[src/rtl/pong_score_if.sv]
// Score/overlay bus for pong_score_overlay: hit events, scan coordinate in; scores, digit patterns, pixel hits out.
interface pong_score_if;
  logic       right_hit;
  logic       left_hit;
  logic       clear;
  logic [9:0] x;
  logic [9:0] y;
  logic [4:0] score_p1;
  logic [4:0] score_p2;
  logic [6:0] seg_p1_tens;
  logic [6:0] seg_p1_ones;
  logic [6:0] seg_p2_tens;
  logic [6:0] seg_p2_ones;
  logic [3:0] digit_pixel;
  logic       pixel_on;

  modport master (
    output right_hit, left_hit, clear, x, y,
    input  score_p1, score_p2, seg_p1_tens, seg_p1_ones, seg_p2_tens, seg_p2_ones,
           digit_pixel, pixel_on
  );

  modport slave (
    input  right_hit, left_hit, clear, x, y,
    output score_p1, score_p2, seg_p1_tens, seg_p1_ones, seg_p2_tens, seg_p2_ones,
           digit_pixel, pixel_on
  );
endinterface

[src/rtl/pong_score_overlay.sv]
// Pong score keeper: per-player saturating scores, 7-segment decode and per-pixel digit overlay.
// Optional macro SCORE_BLANK_LEADING_ZERO_EN blanks the tens digit while a score is below 10.
module pong_score_overlay #(
  parameter int unsigned MAX_SCORE = 31,
  parameter int unsigned P1_TENS_X = 242,
  parameter int unsigned P1_ONES_X = 276,
  parameter int unsigned P2_TENS_X = 340,
  parameter int unsigned P2_ONES_X = 374,
  parameter int unsigned DIGIT_Y   = 25,
  parameter int unsigned DIGIT_W   = 24,
  parameter int unsigned DIGIT_H   = 44,
  parameter int unsigned SEG_T     = 4
) (
  input logic         clk,
  input logic         reset,
  pong_score_if.slave bus
);

  localparam int unsigned SCORE_W = 5;
  localparam int unsigned COORD_W = 10;
  localparam int unsigned MID     = DIGIT_H / 2 - SEG_T / 2;

  localparam logic [SCORE_W-1:0] MAX_S = SCORE_W'(MAX_SCORE);

  localparam logic [COORD_W-1:0] W10 = COORD_W'(DIGIT_W);
  localparam logic [COORD_W-1:0] T10 = COORD_W'(SEG_T);
  localparam logic [COORD_W-1:0] YA0 = COORD_W'(DIGIT_Y);
  localparam logic [COORD_W-1:0] YA1 = COORD_W'(DIGIT_Y + SEG_T);
  localparam logic [COORD_W-1:0] YM0 = COORD_W'(DIGIT_Y + MID);
  localparam logic [COORD_W-1:0] YM1 = COORD_W'(DIGIT_Y + MID + SEG_T);
  localparam logic [COORD_W-1:0] YD0 = COORD_W'(DIGIT_Y + DIGIT_H - SEG_T);
  localparam logic [COORD_W-1:0] YD1 = COORD_W'(DIGIT_Y + DIGIT_H);

  localparam logic [COORD_W-1:0] X_P1T = COORD_W'(P1_TENS_X);
  localparam logic [COORD_W-1:0] X_P1O = COORD_W'(P1_ONES_X);
  localparam logic [COORD_W-1:0] X_P2T = COORD_W'(P2_TENS_X);
  localparam logic [COORD_W-1:0] X_P2O = COORD_W'(P2_ONES_X);

  logic               right_q, left_q;
  logic [SCORE_W-1:0] score_p1_q, score_p2_q;
  logic [3:0]         digit_pixel_q;
  logic               pixel_on_q;

  logic               right_edge_c, left_edge_c;
  logic [6:0]         p1_tens_c, p1_ones_c, p2_tens_c, p2_ones_c;
  logic [3:0]         digit_pixel_c;

  function automatic logic [6:0] seg7(input logic [3:0] d);
    logic [6:0] s;
    case (d)
      4'd0:    s = 7'h3F;
      4'd1:    s = 7'h06;
      4'd2:    s = 7'h5B;
      4'd3:    s = 7'h4F;
      4'd4:    s = 7'h66;
      4'd5:    s = 7'h6D;
      4'd6:    s = 7'h7D;
      4'd7:    s = 7'h07;
      4'd8:    s = 7'h7F;
      4'd9:    s = 7'h6F;
      default: s = 7'h00;
    endcase
    return s;
  endfunction

  function automatic logic [6:0] tens_pattern(input logic [SCORE_W-1:0] s);
    logic [6:0] p;
    p = seg7(4'(s / SCORE_W'(10)));
`ifdef SCORE_BLANK_LEADING_ZERO_EN
    if (s < SCORE_W'(10)) p = 7'h00;
`endif
    return p;
  endfunction

  function automatic logic [6:0] ones_pattern(input logic [SCORE_W-1:0] s);
    return seg7(4'(s % SCORE_W'(10)));
  endfunction

  // Column bands (full width, left bar, right bar) crossed with row bands select each segment.
  function automatic logic digit_hit(input logic [COORD_W-1:0] px, input logic [COORD_W-1:0] py,
                                     input logic [COORD_W-1:0] x0, input logic [6:0] seg);
    logic col_full, col_left, col_right;
    logic row_a, row_g, row_d, row_up, row_lo;
    col_full  = (px >= x0) && (px < x0 + W10);
    col_left  = (px >= x0) && (px < x0 + T10);
    col_right = (px >= x0 + W10 - T10) && (px < x0 + W10);
    row_a     = (py >= YA0) && (py < YA1);
    row_g     = (py >= YM0) && (py < YM1);
    row_d     = (py >= YD0) && (py < YD1);
    row_up    = (py >= YA0) && (py < YM1);
    row_lo    = (py >= YM0) && (py < YD1);
    return (seg[0] & col_full  & row_a)  |
           (seg[1] & col_right & row_up) |
           (seg[2] & col_right & row_lo) |
           (seg[3] & col_full  & row_d)  |
           (seg[4] & col_left  & row_lo) |
           (seg[5] & col_left  & row_up) |
           (seg[6] & col_full  & row_g);
  endfunction

  always_comb begin
    right_edge_c  = bus.right_hit & ~right_q;
    left_edge_c   = bus.left_hit  & ~left_q;
    p1_tens_c     = tens_pattern(score_p1_q);
    p1_ones_c     = ones_pattern(score_p1_q);
    p2_tens_c     = tens_pattern(score_p2_q);
    p2_ones_c     = ones_pattern(score_p2_q);
    digit_pixel_c = {digit_hit(bus.x, bus.y, X_P2O, p2_ones_c),
                     digit_hit(bus.x, bus.y, X_P2T, p2_tens_c),
                     digit_hit(bus.x, bus.y, X_P1O, p1_ones_c),
                     digit_hit(bus.x, bus.y, X_P1T, p1_tens_c)};
  end

  // Edge registers reset high so a hit already asserted at reset release is ignored.
  always_ff @(posedge clk or negedge reset) begin
    if (!reset) begin
      right_q    <= 1'b1;
      left_q     <= 1'b1;
      score_p1_q <= '0;
      score_p2_q <= '0;
    end else begin
      right_q <= bus.right_hit;
      left_q  <= bus.left_hit;
      if (bus.clear) begin
        score_p1_q <= '0;
        score_p2_q <= '0;
      end else begin
        if (right_edge_c && (score_p1_q < MAX_S)) score_p1_q <= score_p1_q + SCORE_W'(1);
        if (left_edge_c  && (score_p2_q < MAX_S)) score_p2_q <= score_p2_q + SCORE_W'(1);
      end
    end
  end

  always_ff @(posedge clk or negedge reset) begin
    if (!reset) begin
      digit_pixel_q <= '0;
      pixel_on_q    <= 1'b0;
    end else begin
      digit_pixel_q <= digit_pixel_c;
      pixel_on_q    <= |digit_pixel_c;
    end
  end

  assign bus.score_p1    = score_p1_q;
  assign bus.score_p2    = score_p2_q;
  assign bus.seg_p1_tens = p1_tens_c;
  assign bus.seg_p1_ones = p1_ones_c;
  assign bus.seg_p2_tens = p2_tens_c;
  assign bus.seg_p2_ones = p2_ones_c;
  assign bus.digit_pixel = digit_pixel_q;
  assign bus.pixel_on    = pixel_on_q;

endmodule

[src/flat_wrapper.sv]
// flat-port wrapper written by rule: the top's interface ports become plain ports
module pong_score_overlay_flat 
#(
  parameter int unsigned MAX_SCORE = 31,
  parameter int unsigned P1_TENS_X = 242,
  parameter int unsigned P1_ONES_X = 276,
  parameter int unsigned P2_TENS_X = 340,
  parameter int unsigned P2_ONES_X = 374,
  parameter int unsigned DIGIT_Y   = 25,
  parameter int unsigned DIGIT_W   = 24,
  parameter int unsigned DIGIT_H   = 44,
  parameter int unsigned SEG_T     = 4
)
  (clk, reset, bus_right_hit, bus_left_hit, bus_clear, bus_x, bus_y, bus_score_p1, bus_score_p2, bus_seg_p1_tens, bus_seg_p1_ones, bus_seg_p2_tens, bus_seg_p2_ones, bus_digit_pixel, bus_pixel_on);
  pong_score_if bus_i ();
  input logic clk;
  input logic reset;
  input wire logic [$bits(bus_i.right_hit)-1:0] bus_right_hit;
  input wire logic [$bits(bus_i.left_hit)-1:0] bus_left_hit;
  input wire logic [$bits(bus_i.clear)-1:0] bus_clear;
  input wire logic [$bits(bus_i.x)-1:0] bus_x;
  input wire logic [$bits(bus_i.y)-1:0] bus_y;
  output wire logic [$bits(bus_i.score_p1)-1:0] bus_score_p1;
  output wire logic [$bits(bus_i.score_p2)-1:0] bus_score_p2;
  output wire logic [$bits(bus_i.seg_p1_tens)-1:0] bus_seg_p1_tens;
  output wire logic [$bits(bus_i.seg_p1_ones)-1:0] bus_seg_p1_ones;
  output wire logic [$bits(bus_i.seg_p2_tens)-1:0] bus_seg_p2_tens;
  output wire logic [$bits(bus_i.seg_p2_ones)-1:0] bus_seg_p2_ones;
  output wire logic [$bits(bus_i.digit_pixel)-1:0] bus_digit_pixel;
  output wire logic [$bits(bus_i.pixel_on)-1:0] bus_pixel_on;
  assign bus_i.right_hit = bus_right_hit;
  assign bus_i.left_hit = bus_left_hit;
  assign bus_i.clear = bus_clear;
  assign bus_i.x = bus_x;
  assign bus_i.y = bus_y;
  assign bus_score_p1 = bus_i.score_p1;
  assign bus_score_p2 = bus_i.score_p2;
  assign bus_seg_p1_tens = bus_i.seg_p1_tens;
  assign bus_seg_p1_ones = bus_i.seg_p1_ones;
  assign bus_seg_p2_tens = bus_i.seg_p2_tens;
  assign bus_seg_p2_ones = bus_i.seg_p2_ones;
  assign bus_digit_pixel = bus_i.digit_pixel;
  assign bus_pixel_on = bus_i.pixel_on;
  pong_score_overlay #(.MAX_SCORE(MAX_SCORE), .P1_TENS_X(P1_TENS_X), .P1_ONES_X(P1_ONES_X), .P2_TENS_X(P2_TENS_X), .P2_ONES_X(P2_ONES_X), .DIGIT_Y(DIGIT_Y), .DIGIT_W(DIGIT_W), .DIGIT_H(DIGIT_H), .SEG_T(SEG_T)) u_core (.clk(clk), .reset(reset), .bus(bus_i));
endmodule
[config.mk]
export PLATFORM = sky130hd
export DESIGN_NAME = pong_score_overlay_flat
export DESIGN_NICKNAME = d
export VERILOG_FILES = /design/src/rtl/pong_score_if.sv /design/src/rtl/pong_score_overlay.sv /design/src/flat_wrapper.sv
export SDC_FILE = /design/constraint.sdc
export NUM_CORES = 1
export LEC_CHECK = 0
export CAP_MARGIN = 20
export CORE_MARGIN = 4
export CORE_UTILIZATION = 47
export CTS_BUF_LIST = sky130_fd_sc_hd__clkbuf_8
export CTS_CLUSTER_SIZE = 14
export DETAILED_ROUTE_END_ITERATION = 10
export HOLD_SLACK_MARGIN = 0.06
export PLACE_DENSITY = 0.83
export SLEW_MARGIN = 20
export SYNTH_ARGS = -nofsm -noshare
export SYNTH_HDL_FRONTEND = slang
export SYNTH_SLANG_ARGS = --single-unit
[constraint.sdc]
create_clock -name clk -period 4.79 [get_ports clk]
set_input_delay 0.958 -clock clk [delete_from_list [all_inputs] [get_ports clk]]
set_output_delay 0.958 -clock clk [all_outputs]
set_load 0.05 [all_outputs]
* Word level (Yosys, flattened, before mapping)
Memory sizes are Yosys's and may differ from the RTL's.
Index checks and enable logic that the tools add are counted.
** Cells by class
- Reduce and logical (&&, ||, !) cells :: 22
- Muxes and demuxes :: 4
- Bitwise operators :: 84
- Div/mod/pow operators :: 4
- Magnitude comparators :: 24
- $add $sub $neg :: 2
** Operators by type and width (count)
- 10-bit by 9-bit greater-or-equal comparator with 1-bit output, second input constant :: 7
- 10-bit by 9-bit less-than comparator with 1-bit output, second input constant :: 7
- 1-bit bitwise AND :: 58
- 1-bit OR :: 24
- 5-bit two-way mux :: 4
- 1-bit logical AND :: 19
- 5-bit by 1-bit adder with 5-bit output, second input constant :: 2
- 5-bit by 4-bit divider with 5-bit output, second input constant :: 2
- 10-bit by 5-bit greater-or-equal comparator with 1-bit output, second input constant :: 1
- 10-bit by 6-bit greater-or-equal comparator with 1-bit output, second input constant :: 1
- 10-bit by 7-bit greater-or-equal comparator with 1-bit output, second input constant :: 1
- 10-bit by 8-bit greater-or-equal comparator with 1-bit output, second input constant :: 1
- 10-bit by 5-bit less-than comparator with 1-bit output, second input constant :: 1
- 10-bit by 6-bit less-than comparator with 1-bit output, second input constant :: 1
- 10-bit by 7-bit less-than comparator with 1-bit output, second input constant :: 1
- 10-bit by 8-bit less-than comparator with 1-bit output, second input constant :: 1
- 5-bit less-than comparator, second input constant :: 2
- 5-bit by 4-bit remainder unit with 5-bit output, second input constant :: 2
- 2-bit nonzero test :: 2
- 4-bit OR reduction :: 1
- 1-bit inverter :: 2
** Storage, ports and cells
- Memories kept :: 4
- Input port bits :: 25
- Memory bits (read-only) :: 448
- Register bits after elaboration :: 17
- Logic and storage cells :: 150
** Memories
- (no name shown) :: words 16, bits a word 7, read ports 1, clocked after memory_dff 0, write ports 0, RTL line pong_score_overlay.sv:50 : case (d)
- (no name shown) :: words 16, bits a word 7, read ports 1, clocked after memory_dff 0, write ports 0, RTL line pong_score_overlay.sv:50
- (no name shown) :: words 16, bits a word 7, read ports 1, clocked after memory_dff 0, write ports 0, RTL line pong_score_overlay.sv:50
- (no name shown) :: words 16, bits a word 7, read ports 1, clocked after memory_dff 0, write ports 0, RTL line pong_score_overlay.sv:50

* Logic depth before layout (Yosys ltp)
- Depth after elaboration :: 11
- Depth in mapped cells :: 16
- Gate-level depth less buffers :: 15

* Least setup slack after synthesis
OpenSTA, ideal clock, no wires.
- Path type :: register to output
- From :: register u_core.score_p2_q[3], in the netlist u_core.bus.score_p2[3]
- To :: output port bus_seg_p2_ones[0]
- Cell stages (with the launch flop) :: 10
- Path buffers :: 1
- Path slack :: -0.441 ns
- Arrival :: 4.273 ns
- Cells stage by stage :: dfrtp_1 -> clkbuf_1 -> nor2b_1 -> a21oi_1 -> ha_1 -> or2_1 -> maj3_1 -> a22oi_2 -> xnor2_1 -> o21ai_0
** On the way
- Word-level cells in the longest chain between the ends :: 2
** Ends and longest elaborated chain
- start, declared :: RTL line pong_score_overlay.sv:40 : logic [SCORE_W-1:0] score_p1_q, score_p2_q;
- start signal, assigned :: RTL line pong_score_overlay.sv:129 : if (left_edge_c && (score_p2_q < MAX_S)) score_p2_q <= score_p2_q + SCORE_W'(1);
- 5-bit by 4-bit remainder unit with 5-bit output :: RTL line pong_score_overlay.sv:76 : return seg7(4'(s % SCORE_W'(10)));
- memory read 16 x 7 bit
- end, declared :: RTL line flat_wrapper.sv:28 : output wire logic [$bits(bus_i.seg_p2_ones)-1:0] bus_seg_p2_ones;
No other way between the ends.

* Worst setup path in the final report
- From :: register u_core.score_p1_q[4], in the netlist u_core.bus.score_p1[4]
- To :: output port bus_seg_p1_ones[1]
** On the way
- Word-level cells in the longest chain between the ends :: 2
** Ends and longest elaborated chain
- start, declared :: RTL line pong_score_overlay.sv:40
- start signal, assigned :: RTL line pong_score_overlay.sv:128 : if (right_edge_c && (score_p1_q < MAX_S)) score_p1_q <= score_p1_q + SCORE_W'(1);
- 5-bit by 4-bit remainder unit with 5-bit output :: RTL line pong_score_overlay.sv:76
- memory read 16 x 7 bit
- end, declared :: RTL line flat_wrapper.sv:26 : output wire logic [$bits(bus_i.seg_p1_ones)-1:0] bus_seg_p1_ones;
No other way between the ends.

==> qor.yml <==
slew_headroom_pct: 50.6
dieArea_um2: 6080
pwr-share-clk_pct: 25.7
die_w_um: 78.0
clkLatencyLatePin_ns: 0.25
synth.top_cell.area_share_pct: 16.3
critical_path.top_delay_family: "buffers and inverters"
period_share_pct: 94.3
synthTopCellsByArea: "dfrtp_1 (16%), ha_1 (12%), nor2_1 (5.2%)"
antenna_found_initial: 0
fmax_mhz: 221
yosysTopAreaCell: "dfrtp_1"
synth_seq_area_share_pct: 18.6
required_ns: 3.83
ys_ff_latch: 17
fin_ws_ns: 0.272
first_global_vias: 2199
place_ws_ns: 0.312
dp.cells: 420
drive_above_1_share_pct: 12.3
synth.avg_cell_area_um2: 7.62
critPathCaptureType: "output port"
slowest_stage: "clkdlybuf4s50_1"
path_class: "register to output port"
grt.overflow.total: 0
layout_min_cycle_time_ns: 4.52
cts_tree: "yes"
critPathBufInv: 2
yosysMostFrequentCell: "nor2_1"
hp-start: "u_core.bus.score_p1[0]$_DFFE_PN0P_"
tightest_slew_ns: 0.738
critical_path.max_stage_delay_ns: 0.86
globalplace.congestion: 0.902
htree_levels: 1
regArea_um2: 430
cts_buffer_depth: 2
final_nets: 405
maxCapViolations: 0
intPower_uw: 264
crit_start: "u_core.bus.score_p1[4]$_DFFE_PN0P_"
ir_worst_vdd_mv: 0.172
multi_input_area_um2: 1720
cts_hold_buf: 0
start_kind: "register"
swShare_pct: 34.8
p_switching_uw: 141
critPathMaxFanout: 8
slew_violations: 0
p_per_area_nw_per_um2: 133
grt_pass1_wl_mm: 9.88
setup_viol: 0
area_growth_pct: 31.9
placementRows: 25
ys_top_cells_by_count: "nor2_1 (32), nand2_1 (26), ha_1 (22)"
rsz0062_at_grt: "no"
finClkSkew_ns: 0.00845
root_buffer: "clkbuf_8"
routed-via-count: 2374
final_util_pct: 64.2
io_pins: 68
dieHeight_um: 78.0
dpl.hpwl_mm: 4.79
routed_wl_mm: 5.96
cts_buffers: 3
arrival_ns: 3.56
ys.flop_type: "dfrtp_1"
seqPwrFrac_pct: 37.5
syn_inst: 302
ys_async_sr_fraction_pct: 100
drc: 0
drtAntennaViolNets: 0
setup-tns-final_ns: 0
crit_chain: "nor2b_4 -> a21oi_1 -> ha_1 -> nor2_1 -> nor3_1 -> o21a_1 -> nor2_1 -> ha_1 -> inv_1 -> a21o_2 -> o21ai_0 -> clkdlybuf4s50_1"
hold_path_class: "register to register"
grt_usage_pct: 19.2
port_buffers: 64
stdcell_count: 424
outcome: "finished clean"
drtIter0Drc: 142
wl_per_cell_um: 14.1
cellLeakagePower_nw: 1.30
drt_first_pass_iters: 4
fill_cells: 406
syn_area_um2: 2300
fp.coreArea_um2: 4720
antenna_cells: 0
synth_edf_count: 0
reg2reg_from: "u_core.bus.score_p2[2]$_DFFE_PN0P_"
timing.final.hold_violations: 0
cts.clk_slew.worst_paths_ns: 0.07
power.share.combinational_pct: 36.8
initial_core_util_pct: 48.7
grt_max_degree: 18
ys_warn_count: 0
vias_per_cell: 5.60
clock-sinks: 17
synth.distinct_cells: 74
-- cell type report --
type,count,share of cell area [%]
Clock inverter,1,0.165
Sequential cell,17,14.2
Tap cell,67,2.76
Timing Repair Buffer,68,22.7
Multi-Input combinational cell,251,56.7
Clock buffer,3,1.36
Inverter,17,2.10
-- repair_timing --
action                                  in CTS  in global routing
buffers inserted                             0                  0
endpoints found under the setup margin       0                  4
resized for setup                            0                  4
-- stage by stage --
step | power, mW | cell area, µm² | hold slack (ns)
6_report | 0.404 | 3030 | 0.733
4_1_cts | 0.407 | 3020 | 0.739
5_1_grt | 0.425 | 3030 | 0.778
3_3_place_gp | 0.301 | 2980 | 0.686
2_1_floorplan | 0.245 | 2330 | 0.662
3_5_place_dp | 0.303 | 2980 | 0.719
-- worst min-delay path, cell delays in order (launching register included) --
cell and delay [ns]:
dfrtp_1 0.47, and2_1 0.18, a211oi_1 0.05
-- per-layer routing --
metal | vias to the layer above | wire length, µm | track usage [%]
met4 | 0 | 14 | 2.10
met5 | - | 0 | 0
li1 | 1193 | - | -
met1 | 1111 | 2690 | 24.4
met2 | 68 | 2920 | 34.4
met3 | 2 | 338 | 3.60
-- state kept, by name (all words and copies together), names as in the netlist --
name,count
u_core.bus.score_p2,5
u_core.bus.digit_pixel,4
u_core.bus.pixel_on,1
u_core.left_q,1
u_core.right_q,1
u_core.bus.score_p1,5
-- cells in the final DEF, fill, tap and decap left out, types with 6 or more instances in the layout --
master           count
nor3_1               6
nor2_1              32
dfrtp_1             13
nor2b_1              9
nand3_1              6
buf_4                9
nand2b_1            10
o21ai_0             17
ha_1                22
inv_1               16
a21oi_1             12
clkdlybuf4s50_1     53
nand4_1              6
nand2_1             26
-- worst paths after layout --
path	endpoint	slack, ns	cells after the start
max in group asynchronous	u_core.bus.score_p2[3]$_DFFE_PN0P_	3.12	1
worst min-delay path	u_core.bus.score_p1[0]$_DFFE_PN0P_	0.73	2
worst max-delay path	bus_seg_p1_ones[1]	0.27	12
worst min register to register	u_core.bus.score_p1[0]$_DFFE_PN0P_	0.73	2
worst max register to register	u_core.bus.pixel_on$_DFF_PN0_	0.87	14
min in group asynchronous	u_core.bus.score_p1[3]$_DFFE_PN0P_	1.14	1
-- power groups by stage --
stage | sequential [mW] | combinational, mW | clock, mW
detailed placement | 0.154 | 0.149 | 0
finish | 0.151 | 0.149 | 0.104
global placement | 0.154 | 0.147 | 0
global route | 0.152 | 0.161 | 0.112
CTS | 0.152 | 0.149 | 0.106
floorplan | 0.160 | 0.0853 | 0
-- cell families (layout without fill, tap and decap cells) --
kind of cell,Yosys count,in the layout,synth area share (%)
compound gates,81,81,25.0
mux,2,2,0.979
buf+inv,35,89,7.78
xor+xnor,10,10,3.81
flops,17,17,18.6
fa+ha+maj,23,23,12.4
simple gates,133,133,31.3
other cells,1,2,0.163
No activity file was read; power rests on OpenSTA's default activity.
